**src/rtl/reflet_byte_mem_sequencer.sv**
```systemverilog
// reflet_byte_mem_sequencer: splits CPU loads/stores into little-endian byte accesses on a 1-cycle-latency byte memory.
// Define MEM_ALIGN_TRAP_EN to enable the misaligned-access trap.
module reflet_byte_mem_sequencer #(
   parameter int WORDSIZE   = 16,
   parameter int ADDR_WIDTH = 16
) (
   input  logic                  clk,
   input  logic                  reset,
   input  logic                  req_valid,
   output logic                  req_ready,
   input  logic                  req_write,
   input  logic [1:0]            req_size,
   input  logic [ADDR_WIDTH-1:0] req_addr,
   input  logic [WORDSIZE-1:0]   req_wdata,
   input  logic                  trap_en,
   output logic                  resp_valid,
   output logic [WORDSIZE-1:0]   resp_rdata,
   output logic                  misaligned,
   output logic [ADDR_WIDTH-1:0] mem_addr,
   output logic                  mem_rd,
   output logic                  mem_wr,
   output logic [7:0]            mem_wdata,
   input  logic [7:0]            mem_rdata
);
   localparam int NB = WORDSIZE / 8;
   localparam int LG = $clog2(NB);
   localparam int CW = (LG > 0) ? LG : 1;
`ifdef MEM_ALIGN_TRAP_EN
   localparam bit TRAP_ON = 1'b1;
`else
   localparam bit TRAP_ON = 1'b0;
`endif
   typedef enum logic [2:0] {IDLE, ISSUE, DRAIN, DONE, TRAP} state_t;
   state_t state_q, state_d;
   logic [CW-1:0] cnt, last_q, last_req, cap_idx;
   logic [1:0] lg_req;
   logic [ADDR_WIDTH-1:0] addr_q;
   logic [WORDSIZE-1:0] wdata_q, rbuf, asm;
   logic write_q, cap_v, misal_req, trap_go, accept, issuing;
   assign lg_req    = (req_size > 2'(LG)) ? 2'(LG) : req_size;
   assign last_req  = CW'((1 << lg_req) - 1);
   assign misal_req = |(req_addr[CW-1:0] & last_req);
   assign trap_go   = TRAP_ON & trap_en & misal_req;
   assign accept    = req_valid & (state_q == IDLE);
   assign issuing   = state_q == ISSUE;
   assign req_ready  = state_q == IDLE;
   assign resp_valid = state_q == DONE;
   assign misaligned = TRAP_ON & (state_q == TRAP);
   assign mem_rd     = issuing & ~write_q;
   assign mem_wr     = issuing & write_q;
   assign mem_addr   = issuing ? addr_q + ADDR_WIDTH'(cnt) : '0;
   assign mem_wdata  = mem_wr ? wdata_q[{cnt, 3'b000} +: 8] : 8'h00;
   always_comb begin
      state_d = state_q;
      case (state_q)
         IDLE:    state_d = !req_valid ? IDLE : trap_go ? TRAP : ISSUE;
         ISSUE:   state_d = (cnt != last_q) ? ISSUE : write_q ? DONE : DRAIN;
         DRAIN:   state_d = DONE;
         default: state_d = IDLE;
      endcase
   end
   // The byte returned this cycle belongs to the read issued last cycle.
   always_comb begin
      asm = rbuf;
      asm[{cap_idx, 3'b000} +: 8] = mem_rdata;
   end
   always_ff @(posedge clk) begin
      if (reset) begin
         state_q    <= IDLE;
         cnt        <= '0;
         last_q     <= '0;
         cap_idx    <= '0;
         cap_v      <= 1'b0;
         addr_q     <= '0;
         wdata_q    <= '0;
         write_q    <= 1'b0;
         rbuf       <= '0;
         resp_rdata <= '0;
      end else begin
         state_q <= state_d;
         cap_v   <= mem_rd;
         cap_idx <= cnt;
         if (cap_v) rbuf <= asm;
         if (issuing) cnt <= cnt + 1'b1;
         if (state_q == DRAIN) resp_rdata <= asm;
         if (accept) begin
            addr_q  <= req_addr;
            last_q  <= last_req;
            wdata_q <= req_wdata;
            write_q <= req_write;
            cnt     <= '0;
            rbuf    <= '0;
         end
      end
   end
endmodule

```
**config.mk**
```make
export PLATFORM = sky130hd
export DESIGN_NAME = reflet_byte_mem_sequencer
export DESIGN_NICKNAME = d
export VERILOG_FILES = /design/src/rtl/reflet_byte_mem_sequencer.sv
export SDC_FILE = /design/constraint.sdc
export NUM_CORES = 1
export LEC_CHECK = 0
export ABC_AREA = 1
export BUFFER_PORTS_ARGS = -buffer_cell sky130_fd_sc_hd__buf_2
export CAP_MARGIN = 20
export CORE_ASPECT_RATIO = 0.8
export CORE_MARGIN = 5
export CORE_UTILIZATION = 50
export DETAILED_ROUTE_END_ITERATION = 8
export GPL_TIMING_DRIVEN = 0
export PLACE_DENSITY_LB_ADDON = 0.2
export SLEW_MARGIN = 20
export SYNTH_ARGS = -nofsm -noshare
export SYNTH_HDL_FRONTEND = slang
export SYNTH_SLANG_ARGS = --single-unit
```
**constraint.sdc**
```tcl
create_clock -name clk -period 1.2 [get_ports clk]
set_input_delay 0.06 -clock clk [delete_from_list [all_inputs] [get_ports clk]]
set_output_delay 0.06 -clock clk [all_outputs]
set_load 0.01 [all_outputs]
```
==> reports/results.env <==
STATUS='finished with violations'
FAILED_CHECKS='negative setup slack'
NETLIST.AREA_LEADER.SHARE_PCT=43.5
DESIGN.CORE.AREA_UM2=6380
CRITICAL-PATH-SLOWEST-CELL='dfxtp_4'
SYNTH.CELL_AREA_UM2=3270
CRITPATHCAPTURETYPE='primary output'
LEVEL_COUNT_OF_THE_CLOCK_H_TREE=3
GRT_ANTENNA_BEFORE_REPAIR=0
CRITICALPATHCATEGORY='reg2out'
GRT_PASS1_WL_UM=16000
TRITONCTS.NUM_BUFFERS=9
FIRST_GLOBAL_VIAS=3515
HOLD_PATH.STARTPOINT='mem_rdata[7]'
N_FILL_CELL=260
SYN-MEAN-INSTANCE-AREA_UM2=7.06
END_OF_THE_WORST_HOLD_PATH='resp_rdata[7]'
DP.CELLS=636
GLOBALPLACE.CONGESTION=0.837
FINAL_DESIGN_AREA_NO_FILL_UM2=5610
NUM_IO_PINS=92
RSZ_0062_RAISED_AFTER_GLOBAL_ROUTING='yes'
DETAILEDROUTE.FIRSTITERATIONVIOLATIONS=418
HORIZONTAL_DIE_DIMENSION_UM=100
FINALCRITPERIODSHARE_PCT=151
TIGHTEST_SLEW_NS=0.814
YOSYS.AREA.TOP_TYPE='dfxtp_1'
COUNT_OF_FLIP_FLOPS_WITH_A_BUILT_IN_ENABLE_AFTER_SYNTHESIS=0
FINAL_CELL_COUNT_NO_FILL=725
PLACEMENT_ROWS=26
AVERAGE_VIAS_PER_PLACED_INSTANCE=6.09
SEQ_POWER_SHARE_PCT=37.2
CHIPHEIGHT_UM=82.3
BUFFER_PORTS.INSERTED=89
LEAKAGE_nW=2.39
DETAIL_ROUTE.WL_PER_CELL_UM=20.8
POSTSYNTH.ASYNCRESETSHARE_PCT=0
R2R-START='state_q[0]'
ANTENNA_CELLS=0
YS_TOP_CELLS_BY_COUNT='93 x nor2_1, 85 x nand2_1, 71 x dfxtp_1'
EFFECTIVE_UTILIZATION_AT_FLOORPLAN_PCT=51.2
TOTAL_WIRELENGTH_OF_THE_DETAILED_ROUTED_DESIGN_UM=15100
CRITICAL_PATH.MAX_FANOUT=4
DP_WORST_SETUP_SLACK_NS=-0.238
DETAIL-ROUTE-ANTENNA-NETS=0
POST-ROUTE-DRC-COUNT=0
POWER_DENSITY_nW_PER_UM2=1450
CLK_LATENCY_NS=0.36
P_CLK_SHARE_PCT=24.4
HOLDPATHSTAGES=3
LAYOUT-AREA-OVERHEAD-VS-SYNTH_PCT=71.8
REGISTER_TO_REGISTER_PATH_SETUP_SLACK_NS=-0.22
DRT_PRE_ANTENNA_ITERS=5
YOSYSUNIQUECELLTYPES=27
FINAL_NET_COUNT=685
MAX_FREQ_MHz=552
DEEPEST_CLOCK_PATH_BUFFER_COUNT=2
FINALWORSTPATHREQUIREDPERIOD_NS=1.81
MIN_PATH_TYPE='in2reg'
SWITCHING_PART_OF_THE_TOTAL_PCT=37.2
POWER_SWITCHING_mW=3.02
CRITICAL_PATH.STARTPOINT_TYPE='register'
FINAL-SETUP-VIOL-COUNT=84
MAPPEDNETLISTNETS=512
DRV_CAP=0
CRIT_FAMILY='simple AND/OR/NAND/NOR gates'
GRT_OVERFLOW_TOTAL=0
MAXIMUM_NUMBER_OF_PINS_ON_ONE_NET_BEFORE_GLOBAL_ROUTE_REPAIR=13
CRITICAL_PATH.MAX_STAGE_DELAY_NS=0.40
TIMING_HOLD_VIOLATIONS_FINAL=0
WORST_CLOCK_SKEW_NS=0.00869
TIMING.REG2REG.WORST_PATH_DEPTH=9
SYN-INSTANCE-COUNT=463
NUMBER_OF_PINS_EXCEEDING_THEIR_MAX_SLEW_LIMIT_IN_THE_FINAL_REPORT=0
IR_WORST_VDD_mV=1.26
DIE-AREA_UM2=8260
CP_DATA_REQUIRED_TIME_NS=1.14
SEQ_AREA_FRAC_SYNTH_PCT=43.5
SYNTH.AREA.TOP_CELLS='dfxtp_1 44%, nor2_1 11%, nand2_1 9.8%'
NUMBER_OF_WARNING_MESSAGES_IN_THE_YOSYS_LOG=0
TRACK_USAGE_PCT=24.8
DETAILED_PLACE.AREA_UM2=3820
CRITICAL_PATH_ARRIVAL_NS=1.75
COMBPWRFRAC_PCT=38.4
SYNTHMOSTINSTANTIATEDCELL='nor2_1'
YOSYS_REGISTER_BITS=71
WORST_SLACK_NS=-0.613
CELL_INTERNAL_PWR_mW=5.10
CLKSLEWWORSTSETUPHOLDPATHS_NS=0.08
TIMING.CRITICAL_PATH.BUF_INV=1
MOST_INSTANTIATED_FLIP_FLOP_CELL_IN_THE_SYNTHESIS_NETLIST='dfxtp_1'
NUM_VIAS=4414
CTS-ROOT-BUF='clkbuf_8'
DRIVE_GT1_SHARE_PCT=46.2
TIMING.CRITICAL_PATH.CELLS='ha_4 > nand2_2 > nor2_4 > nand2_4 > o21bai_1 > nand2_1 > nor2_2 > buf_2'
CTS_TREE='done'
R2R_END='state_q[0]'
MULTI_INPUT_COMBINATIONAL_CELL_AREA_UM2=2130
CTS_SINKS=71
SLEW_HEADROOM_PCT=45.7
SEQ_AREA_UM2=1440
HPWL_UM=6420
[area by class of cell]
cell class                 count  share of cell area (%)
tap                           84                    1.87
timing repair buffer         162                    24.1
clock buffer                  10                    2.45
clock inverter                 6                    1.07
sequential                    71                    25.6
multi-input combinational    337                    38.0
buffer                        22                    3.90
timing repair inverter         1                   0.156
inverter                      32                    2.81
[power groups by stage]
stage	Combinational, mW	Clock [mW]	Sequential, mW
6_report	3.12	1.98	3.02
5_1_grt	3.25	2.05	3.04
4_1_cts	1.99	1.94	2.91
3_5_place_dp	1.56	0	2.92
3_3_place_gp	1.53	0	2.92
2_1_floorplan	1.04	0	2.92
[flip-flops by register name, summed over array words and instances, names as in the netlist, 2 cells and up]
register,count
state_q,2
addr_q,16
rbuf,16
resp_rdata,16
wdata_q,16
[worst max-delay path by stage]
stage,depth (start not counted),start,slack (ns),end
final,8,addr_q[0],-0.61,mem_addr[11]
after global placement,8,cnt,-0.22,mem_addr[11]
after floorplan,7,cnt,-0.02,mem_addr[11]
after global routing,8,addr_q[0],-0.68,mem_addr[11]
after CTS,10,addr_q[0],-0.48,mem_addr[10]
after detailed placement,8,cnt,-0.24,mem_addr[11]
[placed cells by master, fill, tap and decap left out, types with 4 or more instances in the layout]
cell,netlist,routed
a21oi_1,59,37
a21oi_2,0,20
a31oi_1,15,14
buf_12,0,7
buf_2,5,86
buf_4,3,15
buf_6,9,19
buf_8,0,7
clkbuf_16,0,7
clkbuf_8,0,10
dfxtp_1,71,64
dfxtp_2,0,4
dlygate4sd3_1,0,37
inv_1,28,24
nand2_1,85,76
nand2_2,3,7
nand2_4,1,4
nand2_8,1,4
nand3_2,0,6
nor2_1,93,54
nor2_2,1,25
nor2_4,3,18
o21ai_0,46,16
o21ai_1,10,14
o21ai_2,0,23
[cells by family after synthesis]
family | synth area share [%]
compound gates | 20.9
other cells | 0.115
xor+xnor | 0.268
fa+ha+maj | 0.766
simple gates | 25.2
flops | 43.5
buf+inv | 9.19
[stage by stage]
step	setup TNS (ns)	power (mW)	utilization [%]	hold WS, ns
after floorplan	-0.0177	3.96	-	0.129
after global placement	-3.01	4.45	59.9	0.278
after detailed placement	-3.39	4.48	59.9	0.290
after CTS	-9.12	6.84	74.3	0.000274
after global routing	-21.09	8.35	88.0	0.0199
final	-18.57	8.11	88.0	0.0138
[per-layer routing]
layer | share of wire [%] | wire, um | up-vias | global-route usage, %
met5 | 0 | 0 | - | 0
met4 | 4.6 | 697 | 0 | 8.21
met3 | 11 | 1690 | 91 | 6.55
met2 | 47 | 7170 | 397 | 43.8
met1 | 37 | 5550 | 2065 | 29.4
li1 | - | - | 1861 | -
[timing repair]
item	4_1_cts	5_1_grt
resized for setup	81	161
pin swaps	13	54
cloned	1	8
setup buffers	13	18
endpoints found under the setup margin	47	89
hold endpoints to repair	38	1
hold buffers	36	1
[worst register-to-register path, stage by stage, from the launching register on]
cell and delay, ns:
dfxtp_4 0.38, inv_4 0.05, nor2_4 0.20, buf_6 0.15
inv_6 0.05, buf_12 0.13, buf_8 0.12, nor2_4 0.10
nor2_2 0.05, nor2_1 0.11
No activity file was read; power rests on OpenSTA's default activity.
